### src/rtl/stack_seq.sv
// Stack command sequencer: decodes one stack op per 4-cycle pass and drives
// single-cycle push/pop strobes toward an external stack, tracking its depth.
module stack_seq (
    input  logic        clk,
    input  logic        rst,
    input  logic        cmd_valid,
    output logic        cmd_ready,
    input  logic [3:0]  cmd_op,
    input  logic [34:0] cmd_imm,
    output logic        st__push,
    output logic [10:0] st__to_pop,
    output logic [34:0] st__to_push,
    input  logic [34:0] st__top_0,
    input  logic [34:0] st__top_1,
    input  logic        err_clr,
    output logic        err,
    output logic [11:0] depth
);

    typedef enum logic [1:0] {IDLE, DRIVE, WAIT1, WAIT2} state_t;

    localparam logic [3:0]  OP_NOP  = 4'd0;
    localparam logic [3:0]  OP_PUSH = 4'd1;
    localparam logic [3:0]  OP_DROP = 4'd2;
    localparam logic [3:0]  OP_DUP  = 4'd3;
    localparam logic [3:0]  OP_ADD  = 4'd4;
    localparam logic [3:0]  OP_SUB  = 4'd5;
    localparam logic [3:0]  OP_AND  = 4'd6;
    localparam logic [3:0]  OP_OR   = 4'd7;
    localparam logic [3:0]  OP_XOR  = 4'd8;
    localparam logic [3:0]  OP_OVER = 4'd9;
    localparam logic [11:0] MAX_DEPTH = 12'd2047;

    state_t      state_q, state_d;
    logic        err_q, err_d;
    logic [11:0] depth_q, depth_d;
    logic        push_q, push_d;
    logic [10:0] to_pop_q, to_pop_d;
    logic [34:0] to_push_q, to_push_d;

    logic        accept;
    logic        dec_push;
    logic [10:0] dec_pop;
    logic [34:0] dec_val;
    logic [1:0]  need;
    logic        grows;
    logic        illegal;
    logic        bad;
    logic [11:0] depth_after;

    assign cmd_ready = (state_q == IDLE) && !err_q;
    assign accept    = cmd_valid && cmd_ready;

    // Opcode decode: a = top of stack, b = entry beneath it.
    always_comb begin
        dec_push = 1'b0;
        dec_pop  = 11'd0;
        dec_val  = 35'd0;
        need     = 2'd0;
        grows    = 1'b0;
        illegal  = 1'b0;
        case (cmd_op)
            OP_NOP: ;
            OP_PUSH: begin dec_push = 1'b1; dec_val = cmd_imm; grows = 1'b1; end
            OP_DROP: begin dec_pop = 11'd1; need = 2'd1; end
            OP_DUP:  begin dec_push = 1'b1; dec_val = st__top_0; need = 2'd1; grows = 1'b1; end
            OP_ADD:  begin dec_push = 1'b1; dec_pop = 11'd2; need = 2'd2; dec_val = st__top_1 + st__top_0; end
            OP_SUB:  begin dec_push = 1'b1; dec_pop = 11'd2; need = 2'd2; dec_val = st__top_1 - st__top_0; end
            OP_AND:  begin dec_push = 1'b1; dec_pop = 11'd2; need = 2'd2; dec_val = st__top_1 & st__top_0; end
            OP_OR:   begin dec_push = 1'b1; dec_pop = 11'd2; need = 2'd2; dec_val = st__top_1 | st__top_0; end
            OP_XOR:  begin dec_push = 1'b1; dec_pop = 11'd2; need = 2'd2; dec_val = st__top_1 ^ st__top_0; end
            OP_OVER: begin dec_push = 1'b1; dec_val = st__top_1; need = 2'd2; grows = 1'b1; end
            default: illegal = 1'b1;
        endcase
    end

    assign bad         = illegal || (depth_q < {10'd0, need}) || (grows && depth_q == MAX_DEPTH);
    assign depth_after = depth_q + {11'd0, dec_push} - {1'b0, dec_pop};

    always_comb begin
        state_d   = state_q;
        depth_d   = depth_q;
        push_d    = 1'b0;
        to_pop_d  = 11'd0;
        to_push_d = 35'd0;
        err_d     = (err_q && !err_clr) || (accept && bad);
        case (state_q)
            IDLE:  if (accept) state_d = DRIVE;
            DRIVE: state_d = WAIT1;
            WAIT1: state_d = WAIT2;
            WAIT2: state_d = IDLE;
            default: state_d = IDLE;
        endcase
        // Faulting commands still occupy a pass but leave strobes and depth untouched.
        if (accept && !bad) begin
            push_d    = dec_push;
            to_pop_d  = dec_pop;
            to_push_d = dec_val;
            depth_d   = depth_after;
        end
    end

    always_ff @(posedge clk or posedge rst) begin
        if (rst) begin
            state_q   <= IDLE;
            err_q     <= 1'b0;
            depth_q   <= 12'd0;
            push_q    <= 1'b0;
            to_pop_q  <= 11'd0;
            to_push_q <= 35'd0;
        end else begin
            state_q   <= state_d;
            err_q     <= err_d;
            depth_q   <= depth_d;
            push_q    <= push_d;
            to_pop_q  <= to_pop_d;
            to_push_q <= to_push_d;
        end
    end

    assign st__push    = push_q;
    assign st__to_pop  = to_pop_q;
    assign st__to_push = to_push_q;
    assign err         = err_q;
    assign depth       = depth_q;

endmodule

### config.mk
export PLATFORM = sky130hd
export DESIGN_NAME = stack_seq
export DESIGN_NICKNAME = d
export VERILOG_FILES = /design/src/rtl/stack_seq.sv
export SDC_FILE = /design/constraint.sdc
export NUM_CORES = 1
export LEC_CHECK = 0
export CAP_MARGIN = 20
export CELL_PAD_IN_SITES_DETAIL_PLACEMENT = 0
export CELL_PAD_IN_SITES_GLOBAL_PLACEMENT = 1
export CORE_ASPECT_RATIO = 1.5
export CORE_MARGIN = 8
export CORE_UTILIZATION = 41
export DETAILED_ROUTE_END_ITERATION = 16
export HOLD_SLACK_MARGIN = 0.02
export PLACE_DENSITY_LB_ADDON = 0.1
export SLEW_MARGIN = 20
export SYNTH_ARGS = -nofsm -noshare
export SYNTH_HDL_FRONTEND = slang
export SYNTH_SLANG_ARGS = --single-unit
### constraint.sdc
create_clock -name clk -period 4.4 [get_ports clk]
set_input_delay 1.32 -clock clk [delete_from_list [all_inputs] [get_ports clk]]
set_output_delay 1.32 -clock clk [all_outputs]
set_load 0.01 [all_outputs]
-- Word level (Yosys, flattened, before mapping)
Index checks and enable logic that the tools add are counted.
- flip-flop bits (word level): 62
- memory bits (writable): 0
- memory bits (read-only): 0
- memories kept: 0
- bits in latches: 0
- word-level logic and storage cells: 59
- $mul: 0
- add/subtract/negate cells: 4
- reduce and logical (&&, ||, !) cells: 20
- equal/unequal tests: 14
- bitwise operators: 3
- magnitude comparators: 1
- mux-type cells: 11
- div/mod/pow operators: 0
- shift-type cells: 0
- operators by type and width (operator ; count):
    35-bit case mux with 8 select lines ; 1
    35-bit adder ; 1
    35-bit bitwise AND ; 1
    35-bit 2-to-1 mux ; 1
    35-bit bitwise OR ; 1
    35-bit subtractor ; 1
    35-bit XOR ; 1
    4-bit by 3-bit equality test with 1-bit output (second input constant) ; 4
    12-bit by 1-bit adder with 12-bit output ; 1
    12-bit by 11-bit equality test with 1-bit output (second input constant) ; 1
    12-bit by 2-bit < comparator with 1-bit output ; 1
    12-bit by 11-bit subtractor with 12-bit output ; 1
    11-bit 2-to-1 mux ; 1
    10-bit OR reduction ; 1
    4-bit by 2-bit equality test with 1-bit output (second input constant) ; 2
    4-bit equality test (second input constant) ; 2
    2-bit case mux with 2 select lines ; 2
    2-bit case mux with 4 select lines ; 1
    8-bit OR reduction ; 1
    1-bit logical AND ; 6
    6-bit OR reduction ; 1
    5-bit OR reduction ; 1
    2-bit equality test (second input constant) ; 2
    4-bit by 1-bit equality test with 1-bit output (second input constant) ; 1
    10 further kinds ; 17

-- Depth between registers and ports, before layout
- depth in word-level cells: 9
- gate-level depth with buffers: 18
- depth with buffers taken out: 17

-- Least setup slack after synthesis
OpenSTA, ideal clock, no wires.
- path kind: input -> register
- start point: input port st__top_0[7]
- end point: register to_push_q[33], in the netlist st__to_push[33]
- path slack: -0.373 ns
- data arrival time: 4.637 ns
- path buffers: 0
- stages: 17
- setup time: 0.136 ns
- data required time: 4.264 ns
- path through: or3_1 -> nor4_2 -> and2_1 -> nand2_1 -> nor2_1 -> nand2_1 -> nor2_2 -> a21oi_1 -> xnor2_1 -> ha_1 -> nand4_1 -> or3_1 -> o31ai_1 -> o221ai_1 -> o21ai_1 -> mux2i_1 -> o21ai_0
- cells in the longest elaborated chain, start to end: 3
- RTL lines (what ; line ; text):
    start: declaration ; 13 ; input logic [34:0] st__top_0,
    35-bit subtractor / 35-bit adder (equally long branches) ; 68, 67 ;
    35-bit case mux with 8 select lines (*) ; 62 ; case (cmd_op)
    35-bit 2-to-1 mux (*) ; 95 ; if (accept && !bad) begin
    via to_push_d[33] ; 39 ; logic [34:0] to_push_q, to_push_d;
    end signal: assignment ; 117 ; to_push_q <= to_push_d;
    end: declaration ; 39 ;
The timed path passes the listed nets; every way through them passes the cells marked *.
A chain may end at the register's enable or synchronous reset.

-- Worst setup path after layout
- start point: input port st__top_0[3]
- end point: register to_push_q[32], in the netlist st__to_push[32]
The elaborated chain is that of the path after synthesis.

==> flow_metrics.env <==
export IMPL_drt_pass1_iterations=8
export IMPL_grt_pass1_wl_um=43600
export IMPL_coreArea_sq_mm=0.0177
export IMPL_fin_crit_ps=4640
export IMPL_fin_hold_ws_ps=570
export IMPL_cp_max_fo=4
export IMPL_yosysSeqAreaShare_pct=18.1
export IMPL_synth_area_leader_cell="ha_1"
export IMPL_power_frac_clock_pct=15.3
export IMPL_cts_clk_slew_worst_paths_ps=90
export IMPL_synth_avg_cell_area_sq_um=7.99
export IMPL_fin_ws_ps=-235
export IMPL_rsz0062_at_grt="yes"
export IMPL_cts_sinks=53
export IMPL_antenna_found_initial=1
export IMPL_cts_tree="done"
export IMPL_fin_crit_sh_pct=105
export IMPL_cap_violations=0
export IMPL_syn_area_sq_mm=0.00734
export IMPL_fin_nets=1497
export IMPL_netSwitchingFraction_pct=41.8
export IMPL_muxShareOfSynthArea_pct=0.835
export IMPL_drive_above_1_share_pct=26.2
export IMPL_synth_xor_area_share_pct=7.87
export IMPL_cellLeakagePower_nw=5.37
export IMPL_skew_ps=6.92
export IMPL_p_per_area_mw_per_mm2=289
export IMPL_numCtsBuffers=5
export IMPL_netlist_cell_type_count=62
export IMPL_relSlewSlack_pct=39.6
export IMPL_synth_edff_count=0
export IMPL_antenna_left=0
export IMPL_p_int_mw=1.91
export IMPL_area_growth_pct=54.2
export IMPL_row_count=60
export IMPL_place_congestion=0.876
export IMPL_max_freq_mhz=216
export IMPL_dp_slack_ps=-973
export IMPL_hpwl_um=21600
export IMPL_grt_pass1_vias=8687
export IMPL_netlist_top_cells_area="ha_1 23%, dfrtp_1 18%, xnor2_1 6.7%"
export IMPL_drc=0
export IMPL_synth_compound_area_share_pct=25.6
export IMPL_dieHeight_um=180
export IMPL_grt_max_degree=40
export IMPL_vdd_drop_max_mv=0.165
export IMPL_overflow=0
export IMPL_synthSimpleGateAreaFrac_pct=15.7
export IMPL_fillers=1629
export IMPL_end_kind="flip-flop"
export IMPL_synth_adder_area_share_pct=23.4
export IMPL_crit_required_ps=4650
export IMPL_setup_viol=14
export IMPL_worstSetupPathType="input port to flip-flop"
export IMPL_ioPinCount=174
export IMPL_async_flop_share_pct=100
export IMPL_ys_ff_latch=53
export IMPL_worst_pin_slew_ps=907
export IMPL_maxSlewViolCount=0
export IMPL_wl_um=27400
export IMPL_hold_viol=0
export IMPL_p_sw_mw=1.37
export IMPL_wl_per_cell_um=18.7
export IMPL_cp_arrival_ps=4880
export IMPL_dieArea_sq_mm=0.0225
export IMPL_status="complete, but fails checks"
export IMPL_ff_latch_area_sq_mm=0.00133
export IMPL_root_buffer="clkbuf_16"
export IMPL_die_x_um=125
export IMPL_synth_top_family_by_area="compound AO/OA/AOI/OAI gates"
export IMPL_io_buffers=164
export IMPL_drtIter0Drc=538
export IMPL_violations="setup timing"
export IMPL_yosysWarnings=0
export IMPL_crit_path_start_kind="input port"
export IMPL_hold_buffers=0
export IMPL_fin_setup_tns_ps=-1760
export IMPL_multi_input_area_sq_mm=0.00597
export IMPL_cts_htree_levels=2
export IMPL_grt_use_total_pct=23.6
export IMPL_syn_inst=919
export IMPL_layout_commonest_cell="buf_4"
export IMPL_clk_path_buf_depth=2
export IMPL_yosys_most_used_dff="dfrtp_1"
export IMPL_min_path_type="flip-flop to flip-flop"
export IMPL_avgViaCountPerCell=5.59
export IMPL_insertion_delay_ps=310
export IMPL_initial_utilization_pct=41.4
export IMPL_power_frac_comb_pct=64.9
export IMPL_layout_common_cells="183 x buf_4, 147 x clkdlybuf4s50_1, 130 x ha_1"
export IMPL_vias=8205
export IMPL_yosysTopAreaCellShare_pct=22.8
export IMPL_power_frac_seq_pct=19.8
==> state kept, by name, summed over array words and instances (netlist names) <==
name,cells
st__to_pop,2
state_q,2
st__to_push,35
st__push,1
depth,12
err,1
==> routing by layer <==
metal  GRT usage (%)  part of all wire [%]
met1            23.9                    37
met2            47.1                    56
met3            2.55                   3.7
met4            10.4                   3.4
met5               0                     0
==> stage by stage <==
step                      std cells  util (%)  cell area, sq um  total power, mW
final                          1468      63.9             11300             3.27
after global placement         1435      59.2             10500             2.61
after global routing           1468      63.9             11300             3.52
after floorplan                 927         -              7460             1.78
after detailed placement       1435      59.2             10500             2.64
after CTS                      1460      62.4             11100             3.24
==> cell type report <==
class	count	area share (%)
timing repair buffer	363	28.1
clock inverter	2	0.342
clock buffer	6	1.14
tap	217	2.40
sequential	53	11.7
antenna	2	0.0442
multi-input combinational	717	52.7
inverter	108	3.58
==> final timing paths <==
check | from | end | slack, ps | cells past startpoint
max | st__top_0[3] | st__to_push[32] | -240 | 20
min | depth[11] | depth[11] | 570 | 2
max reg2reg | depth[1] | depth[11] | 1640 | 12
min reg2reg | depth[11] | depth[11] | 570 | 2
max in group asynchronous | rst | depth[5] | 2170 | 3
min in group asynchronous | rst | st__to_push[24] | 1310 | 2
==> cells by family after synthesis <==
logic type               Yosys count
AO/OA/AOI/OAI                    269
multiplexers                       6
flip-flops                        53
adder cells (fa/ha/maj)          136
XOR/XNOR                          66
AND/OR/NAND/NOR                  231
buffers and inverters            157
other                              1
==> cells in the mapped netlist, types with 33 or more instances <==
cell type / n
nor2_1: 71
o21ai_0: 36
a221oi_1: 33
xnor2_1: 56
nand2_1: 67
a31oi_1: 40
ha_1: 134
a21oi_1: 54
clkbuf_1: 37
inv_1: 108
dfrtp_1: 53
a222oi_1: 34
==> power by group through the flow <==
stage | logic, mW | clock network (mW) | registers, mW
floorplan | 1.11 | 0 | 0.673
global placement | 1.95 | 0 | 0.660
detailed placement | 1.98 | 0 | 0.663
CTS | 2.08 | 0.510 | 0.652
global route | 2.34 | 0.517 | 0.666
finish | 2.12 | 0.499 | 0.649
==> timing repair <==
action | in CTS | in global routing
setup buffers | 17 | 7
pin swaps | 58 | 51
setup endpoints to repair | 24 | 24
resized for setup | 123 | 46
==> critical path: stages <==
cell,delay [ps]
buf_6,90
or3_4,410
nor4_4,270
buf_4,180
and2_4,160
nand2_4,60
nor2_4,120
a41oi_2,140
xnor2_1,150
ha_1,320
buf_6,130
nand2_4,50
or3_1,360
o21ai_2,160
nand3_2,110
buf_6,130
nand2_2,60
a21oi_2,50
or4_1,520
nand3_1,80
(Power assumes the default switching activity.)
